$ cat config.mk
export PLATFORM = sky130hd
export DESIGN_NAME = atm_txn_engine_flat
export DESIGN_NICKNAME = d
export VERILOG_FILES = /design/src/rtl/atm_pkg.sv /design/src/rtl/atm_txn_engine_if.sv /design/src/rtl/atm_balance_rf.sv /design/src/rtl/ten_bit_adder.sv /design/src/rtl/ten_bit_subtractor.sv /design/src/rtl/atm_txn_engine.sv /design/src/flat_wrapper.sv
export SDC_FILE = /design/constraint.sdc
export NUM_CORES = 1
export LEC_CHECK = 0
export CAP_MARGIN = 20
export CELL_PAD_IN_SITES_DETAIL_PLACEMENT = 0
export CELL_PAD_IN_SITES_GLOBAL_PLACEMENT = 1
export CORE_ASPECT_RATIO = 1.2
export CORE_MARGIN = 2
export CORE_UTILIZATION = 53
export CTS_BUF_LIST = sky130_fd_sc_hd__clkbuf_16
export CTS_CLUSTER_DIAMETER = 50
export DETAILED_ROUTE_END_ITERATION = 10
export PLACE_DENSITY = 0.83
export SYNTH_ARGS = -nofsm -noshare
export SYNTH_HDL_FRONTEND = slang
export SYNTH_HIERARCHICAL = 1
export SYNTH_SLANG_ARGS = --single-unit
$ cat constraint.sdc
create_clock -name clk -period 10.95 [get_ports clk]
set_input_delay 2.7375 -clock clk [delete_from_list [all_inputs] [get_ports clk]]
set_output_delay 2.7375 -clock clk [all_outputs]
set_load 0.005 [all_outputs]
$ cat src/rtl/atm_pkg.sv
// Shared types and constants for the ATM transaction engine slice.
package atm_pkg;
  localparam int ACCT_W = 4;
  localparam int BAL_W  = 10;
  localparam int CNT_W  = 8;

  typedef enum logic [1:0] {SEL_EXIT = 2'd0, SEL_BAL = 2'd1, SEL_WDR = 2'd2, SEL_XFER = 2'd3} sel_e;
  typedef enum logic [1:0] {RES_OK = 2'd0, RES_FUNDS = 2'd1, RES_OVF = 2'd2, RES_SAME = 2'd3} res_e;
  typedef enum logic [1:0] {ST_IDLE = 2'd0, ST_READ = 2'd1, ST_EXEC = 2'd2, ST_RESP = 2'd3} state_e;

  typedef struct packed {
    sel_e              sel;
    logic [ACCT_W-1:0] acct_s;
    logic [ACCT_W-1:0] acct_d;
    logic [BAL_W-1:0]  amount;
  } req_t;
endpackage

$ cat src/rtl/atm_txn_engine_if.sv
// Request/response bus between the ATM initiator and the transaction engine.
interface atm_txn_engine_if;
  logic       req_valid;
  logic       req_ready;
  logic [1:0] Select;
  logic [3:0] AccountNumber_s;
  logic [3:0] AccountNumber_d;
  logic [9:0] Amount;
  logic       resp_valid;
  logic       resp_ready;
  logic [9:0] Balance;
  logic [1:0] result;
  logic [7:0] txn_count;

  modport master (
    output req_valid, Select, AccountNumber_s, AccountNumber_d, Amount, resp_ready,
    input  req_ready, resp_valid, Balance, result, txn_count
  );
  modport slave (
    input  req_valid, Select, AccountNumber_s, AccountNumber_d, Amount, resp_ready,
    output req_ready, resp_valid, Balance, result, txn_count
  );
endinterface

$ cat src/rtl/atm_balance_rf.sv
// Account balance register file: two async read ports, two write ports.
module atm_balance_rf
  import atm_pkg::*;
#(
  parameter logic [BAL_W-1:0] INIT_BALANCE = 10'd100,
  parameter int               NUM_ACCT     = 16
) (
  input  logic              clk,
  input  logic              rst_n,
  input  logic [ACCT_W-1:0] ra_s,
  input  logic [ACCT_W-1:0] ra_d,
  output logic [BAL_W-1:0]  rd_s,
  output logic [BAL_W-1:0]  rd_d,
  input  logic              we_s,
  input  logic [ACCT_W-1:0] wa_s,
  input  logic [BAL_W-1:0]  wd_s,
  input  logic              we_d,
  input  logic [ACCT_W-1:0] wa_d,
  input  logic [BAL_W-1:0]  wd_d
);
  logic [NUM_ACCT-1:0][BAL_W-1:0] bal_q;

  assign rd_s = bal_q[ra_s];
  assign rd_d = bal_q[ra_d];

  // Callers never write both ports to the same account in one cycle.
  always_ff @(posedge clk or negedge rst_n) begin
    if (!rst_n) begin
      bal_q <= {NUM_ACCT{INIT_BALANCE}};
    end else begin
      if (we_s) bal_q[wa_s] <= wd_s;
      if (we_d) bal_q[wa_d] <= wd_d;
    end
  end
endmodule

$ cat src/rtl/ten_bit_adder.sv
// 10-bit unsigned adder with carry-out; carry marks a sum that does not fit.
module ten_bit_adder (
  input  logic [9:0] a,
  input  logic [9:0] b,
  output logic [9:0] sum,
  output logic       cout
);
  assign {cout, sum} = {1'b0, a} + {1'b0, b};
endmodule

$ cat src/rtl/ten_bit_subtractor.sv
// 10-bit unsigned subtractor; borrow is set when b > a.
module ten_bit_subtractor (
  input  logic [9:0] a,
  input  logic [9:0] b,
  output logic [9:0] diff,
  output logic       borrow
);
  assign {borrow, diff} = {1'b0, a} - {1'b0, b};
endmodule

$ cat src/rtl/atm_txn_engine.sv
// ATM transaction responder: IDLE -> READ -> EXEC -> RESP per request.
// Optional macro ATM_TXN_COUNT_EN builds a saturating committed-write counter.
module atm_txn_engine
  import atm_pkg::*;
#(
  parameter int INIT_BALANCE = 100,
  parameter int NUM_ACCT     = 16
) (
  input  logic             clk,
  input  logic             rst_n,
  atm_txn_engine_if.slave  bus
);
  state_e           state, nstate;
  req_t             req_q;
  logic [BAL_W-1:0] bal_s_q, bal_d_q, rd_s, rd_d;
  logic [BAL_W-1:0] bal_q, exec_bal;
  res_e             res_q, exec_res;
  logic [BAL_W-1:0] diff, sum;
  logic             borrow, cout;
  logic             wr_s, wr_d;

  atm_balance_rf #(.INIT_BALANCE(BAL_W'(INIT_BALANCE)), .NUM_ACCT(NUM_ACCT)) u_rf (
    .clk, .rst_n,
    .ra_s(req_q.acct_s), .ra_d(req_q.acct_d), .rd_s, .rd_d,
    .we_s(wr_s), .wa_s(req_q.acct_s), .wd_s(diff),
    .we_d(wr_d), .wa_d(req_q.acct_d), .wd_d(sum)
  );

  ten_bit_subtractor u_sub (.a(bal_s_q), .b(req_q.amount), .diff, .borrow);
  ten_bit_adder      u_add (.a(bal_d_q), .b(req_q.amount), .sum,  .cout);

  always_comb begin
    nstate = state;
    case (state)
      ST_IDLE: if (bus.req_valid) nstate = ST_READ;
      ST_READ: nstate = ST_EXEC;
      ST_EXEC: nstate = ST_RESP;
      ST_RESP: if (bus.resp_ready) nstate = ST_IDLE;
      default: nstate = ST_IDLE;
    endcase
  end

  // Error precedence for transfers: same account, then funds, then overflow.
  always_comb begin
    wr_s     = 1'b0;
    wr_d     = 1'b0;
    exec_bal = '0;
    exec_res = RES_OK;
    case (req_q.sel)
      SEL_EXIT: ;
      SEL_BAL:  exec_bal = bal_s_q;
      SEL_WDR: begin
        if (borrow) begin
          exec_res = RES_FUNDS;
          exec_bal = bal_s_q;
        end else begin
          wr_s     = (state == ST_EXEC);
          exec_bal = diff;
        end
      end
      SEL_XFER: begin
        exec_bal = bal_s_q;
        if (req_q.acct_s == req_q.acct_d) exec_res = RES_SAME;
        else if (borrow)                  exec_res = RES_FUNDS;
        else if (cout)                    exec_res = RES_OVF;
        else begin
          wr_s     = (state == ST_EXEC);
          wr_d     = (state == ST_EXEC);
          exec_bal = diff;
        end
      end
      default: ;
    endcase
  end

  always_ff @(posedge clk or negedge rst_n) begin
    if (!rst_n) begin
      state   <= ST_IDLE;
      req_q   <= '0;
      bal_s_q <= '0;
      bal_d_q <= '0;
      bal_q   <= '0;
      res_q   <= RES_OK;
    end else begin
      state <= nstate;
      if (state == ST_IDLE && bus.req_valid)
        req_q <= '{sel: sel_e'(bus.Select), acct_s: bus.AccountNumber_s,
                   acct_d: bus.AccountNumber_d, amount: bus.Amount};
      if (state == ST_READ) begin
        bal_s_q <= rd_s;
        bal_d_q <= rd_d;
      end
      if (state == ST_EXEC) begin
        bal_q <= exec_bal;
        res_q <= exec_res;
      end
    end
  end

  assign bus.req_ready  = (state == ST_IDLE);
  assign bus.resp_valid = (state == ST_RESP);
  assign bus.Balance    = bal_q;
  assign bus.result     = res_q;

`ifdef ATM_TXN_COUNT_EN
  logic [CNT_W-1:0] cnt_q;
  // wr_s is high exactly for committed withdraws and transfers.
  always_ff @(posedge clk or negedge rst_n) begin
    if (!rst_n)                        cnt_q <= '0;
    else if (wr_s && cnt_q != '1)      cnt_q <= cnt_q + 1'b1;
  end
  assign bus.txn_count = cnt_q;
`else
  assign bus.txn_count = '0;
`endif
endmodule

$ cat src/flat_wrapper.sv
// flat-port wrapper written by rule: the top's interface ports become plain ports
module atm_txn_engine_flat import atm_pkg::*;
#(
  parameter int INIT_BALANCE = 100,
  parameter int NUM_ACCT     = 16
)
  (clk, rst_n, bus_req_valid, bus_Select, bus_AccountNumber_s, bus_AccountNumber_d, bus_Amount, bus_resp_ready, bus_req_ready, bus_resp_valid, bus_Balance, bus_result, bus_txn_count);
  atm_txn_engine_if bus_i ();
  input  logic clk;
  input  logic rst_n;
  input wire logic [$bits(bus_i.req_valid)-1:0] bus_req_valid;
  input wire logic [$bits(bus_i.Select)-1:0] bus_Select;
  input wire logic [$bits(bus_i.AccountNumber_s)-1:0] bus_AccountNumber_s;
  input wire logic [$bits(bus_i.AccountNumber_d)-1:0] bus_AccountNumber_d;
  input wire logic [$bits(bus_i.Amount)-1:0] bus_Amount;
  input wire logic [$bits(bus_i.resp_ready)-1:0] bus_resp_ready;
  output wire logic [$bits(bus_i.req_ready)-1:0] bus_req_ready;
  output wire logic [$bits(bus_i.resp_valid)-1:0] bus_resp_valid;
  output wire logic [$bits(bus_i.Balance)-1:0] bus_Balance;
  output wire logic [$bits(bus_i.result)-1:0] bus_result;
  output wire logic [$bits(bus_i.txn_count)-1:0] bus_txn_count;
  assign bus_i.req_valid = bus_req_valid;
  assign bus_i.Select = bus_Select;
  assign bus_i.AccountNumber_s = bus_AccountNumber_s;
  assign bus_i.AccountNumber_d = bus_AccountNumber_d;
  assign bus_i.Amount = bus_Amount;
  assign bus_i.resp_ready = bus_resp_ready;
  assign bus_req_ready = bus_i.req_ready;
  assign bus_resp_valid = bus_i.resp_valid;
  assign bus_Balance = bus_i.Balance;
  assign bus_result = bus_i.result;
  assign bus_txn_count = bus_i.txn_count;
  atm_txn_engine #(.INIT_BALANCE(INIT_BALANCE), .NUM_ACCT(NUM_ACCT)) u_core (.clk(clk), .rst_n(rst_n), .bus(bus_i));
endmodule
==> run metrics <==
post-synthesis cell count=1536; Crit path required time=11340 ps; diodes inserted=0; RSZ-0062 raised after global routing=no; Initial DRC Count=1668; Inserted Clock Buffers=28; Post-CTS Setup Inserts=0; fin. max-slew vios=0; area of the core=0.0270 sq mm; fin crit period=4540 ps; DIE WIDTH=155 um; nets=1491; Post-Layout Cell Count=1802; Fmax=220 MHz; sequential element share of the synthesized area=37.4%; max_cap viols=0; HPWL Detailed=31600 um; Clock Sinks=214; vias per std cell=7.36; DP Cell Count=1745; Post-synth EDFFs=0; mux contribution to synthesized area=17.0%; Unique masters post-synth=58; xor/xnor cell area share of the yosys netlist=1.15%; Hold Worst Slack=509 ps; CP Class=reg2reg; Mean Syn Cell Area=9.41 sq um; DIE AREA=0.0286 sq mm; Post-synth ARST share=100%; Hold Crit Depth=1; ys flop type=dfrtp_1; Tightest Pin Transition=1180 ps; die height=185 um; std cell rows=66; H-Tree Level Count=1; simple-gate portion of the synthesized area=16.1%; cell area after synthesis=0.0145 sq mm; Clock Latency Late Sink=560 ps; PortBufs=37; Compound-Gate Fraction of Synth Area=19.1%; largest family of logic cells by synthesized area=compound AO/OA/AOI/OAI gates; drc violations=0; register bit count reported by yosys=214; CP Launch Point=u_core/bal_s_q[0]; grt total ovfl=0; status=completed; CP Launch Type=register; Max IR drop VDD=0.179 mV; final wirelength=50500 um; clock-pin slew on the worst setup and hold paths=60 ps; Critical Path Sink Type=register; final hold violations=0; All-Layer GR Usage=35.5%; CTS tree=yes; initial core utilization=53.5%; adder-cell share of the synthesized area=2.44%; worst-path fanout max=44; proportion of power drawn by flip-flops and latches=25.4%; placed cell area=0.0148 sq mm; Root Driver=clkbuf_16; vias in the first global route=12950; switching portion of total power=51.3%; FILL cells=2256; clk buf depth=3; power per cell area=339 mW/mm^2; min-delay worst type=reg2reg; largest net degree at the start of global routing=104; DR pass1 iterations=7; WL/cell=28.0 um; combinational share of power=56.7%; Ys Warns=6; Routed Antenna Nets=0; Design Area, Final=0.0158 sq mm; r2r worst-path depth=16; share of post-route cells with drive strength above 1=20.7%; Pint=2.61 mW; initial antenna violation count=0; switching power=2.75 mW; setup violators final=0; period utilisation layout=41.5%; first-pass GRT wire length=78200 um; Clk pwr share=17.9%; Slew Limit Headroom=21.4%; count of cells resized by post-cts repair=0; hold buffers post-CTS=0; via count=13254; routability cong.=0.912; Clock Skews=26.9 ps; P_leak=6.10 nW; Setup TNS=0 ps; area delta synth->final=9.42%; io pins=46; Hold Startpoint=u_core/bus.result[0]; WP data arrival=4940 ps; Reg-to-Reg Start=u_core/bal_s_q[0]
## synthesized netlist by cell type (27+ instances only)
library cell | n | area share, %
clkbuf_1 | 133 | 3.5
nor3_1 | 163 | 5.6
mux4_2 | 80 | 12
dfrtp_1 | 166 | 29
a31oi_1 | 161 | 7.0
inv_1 | 27 | 0.70
nand2_1 | 29 | 0.75
mux2_2 | 41 | 3.2
o21ai_0 | 158 | 5.5
buf_2 | 40 | 1.4
dfstp_2 | 48 | 8.7
nand3_1 | 168 | 5.8
a22oi_1 | 40 | 2.1
## power groups by stage
stage               Clock (mW)  Combinational [mW]  Sequential (mW)
floorplan                    0                1.93             1.21
global route             0.998                3.15             1.39
global placement             0                2.79             1.35
detailed placement           0                2.85             1.36
finish                   0.960                3.04             1.36
CTS                      0.968                2.86             1.35
## metrics by stage
step | total power, mW | utilization (%) | setup WS (ps)
after floorplan | 3.14 | - | 7330
after global placement | 4.14 | 54.7 | 6550
after detailed placement | 4.21 | 54.8 | 6490
after CTS | 5.18 | 58.3 | 6410
after global routing | 5.55 | 58.6 | 6180
final | 5.36 | 58.6 | 6410
## layout by cell type (no fill, tap or decap), types with 6 or more instances in the layout
cell type and instances:
dfstp_2 48, a2bb2oi_1 10, a211oi_1 21, mux4_2 80
xnor2_2 7, conb_1 8, or2_2 11, a21oi_1 25
clkbuf_16 28, ha_1 25, inv_1 29, xor2_1 9
nand3_1 168, o21ai_1 10, nor2b_1 16, nand2_1 29
dfrtp_1 162, a31oi_1 161, clkinv_2 7, clkdlybuf4s50_1 36
mux2_2 41, buf_8 6, a22oi_1 40, mux2i_1 20
nor3_1 162, o21ai_0 158, nor2_1 19, buf_4 31
## path summary, 6_finish.rpt
path	slack [ps]	endpoint
min in group asynchronous	2250	u_core/u_rf/bal_q[30]
setup reg to reg	6410	u_core/u_rf/bal_q[8]
hold / removal	510	u_core/bus.result[0]
max in group asynchronous	7300	u_core/u_rf/bal_q[107]
hold reg to reg	510	u_core/bus.result[0]
setup / recovery	6410	u_core/u_rf/bal_q[8]
## layout make-up
type                    instances  area, sq um  area share, %
flip-flops and latches        214         5420           34.3
well taps                     340          425           2.69
multi-input cells            1094         8210           51.9
clock buffers                  28          701           4.43
clock inverters                24          259           1.64
inverters                      27          101          0.641
repair buffers                 75          706           4.46
## logic make-up (layout without fill, tap and decap cells)
kind of cell,after synthesis,in the layout
muxes,141,141
xor gates and xnor gates,19,19
other,1,8
DFF,214,214
AOI/OAI and AO/OA,447,447
buffers and inverters,235,154
adders and majority gates,27,27
and+or+nand+nor,452,452
## sequential cells by signal (all words and copies together), names as in the netlist
register,flops
u_core/u_rf/bal_q,160
u_core/req_q,20
u_core/bal_d_q,10
u_core/bal_s_q,10
u_core/bus.Balance,10
u_core/bus.result,2
u_core/state,2
## metal layers
layer | track usage [%] | routed length (um)
met1 | 48.6 | 19400
met2 | 55.3 | 23100
met3 | 5.57 | 5390
met4 | 17.5 | 2620
met5 | 0 | 0
## critical path: stages, from the launching register on
cell	delay [ps]
dfrtp_1	430
inv_1	80
ha_1	170
inv_1	50
fa_1	400
a21o_1	220
a2111oi_4	430
o31ai_1	130
a21oi_1	150
buf_4	250
nor2_1	110
o41ai_4	190
nor2_1	220
or3b_1	230
buf_4	440
or2_0	700
a31oi_1	160
Note: power is estimated with default switching activity, not from simulation.
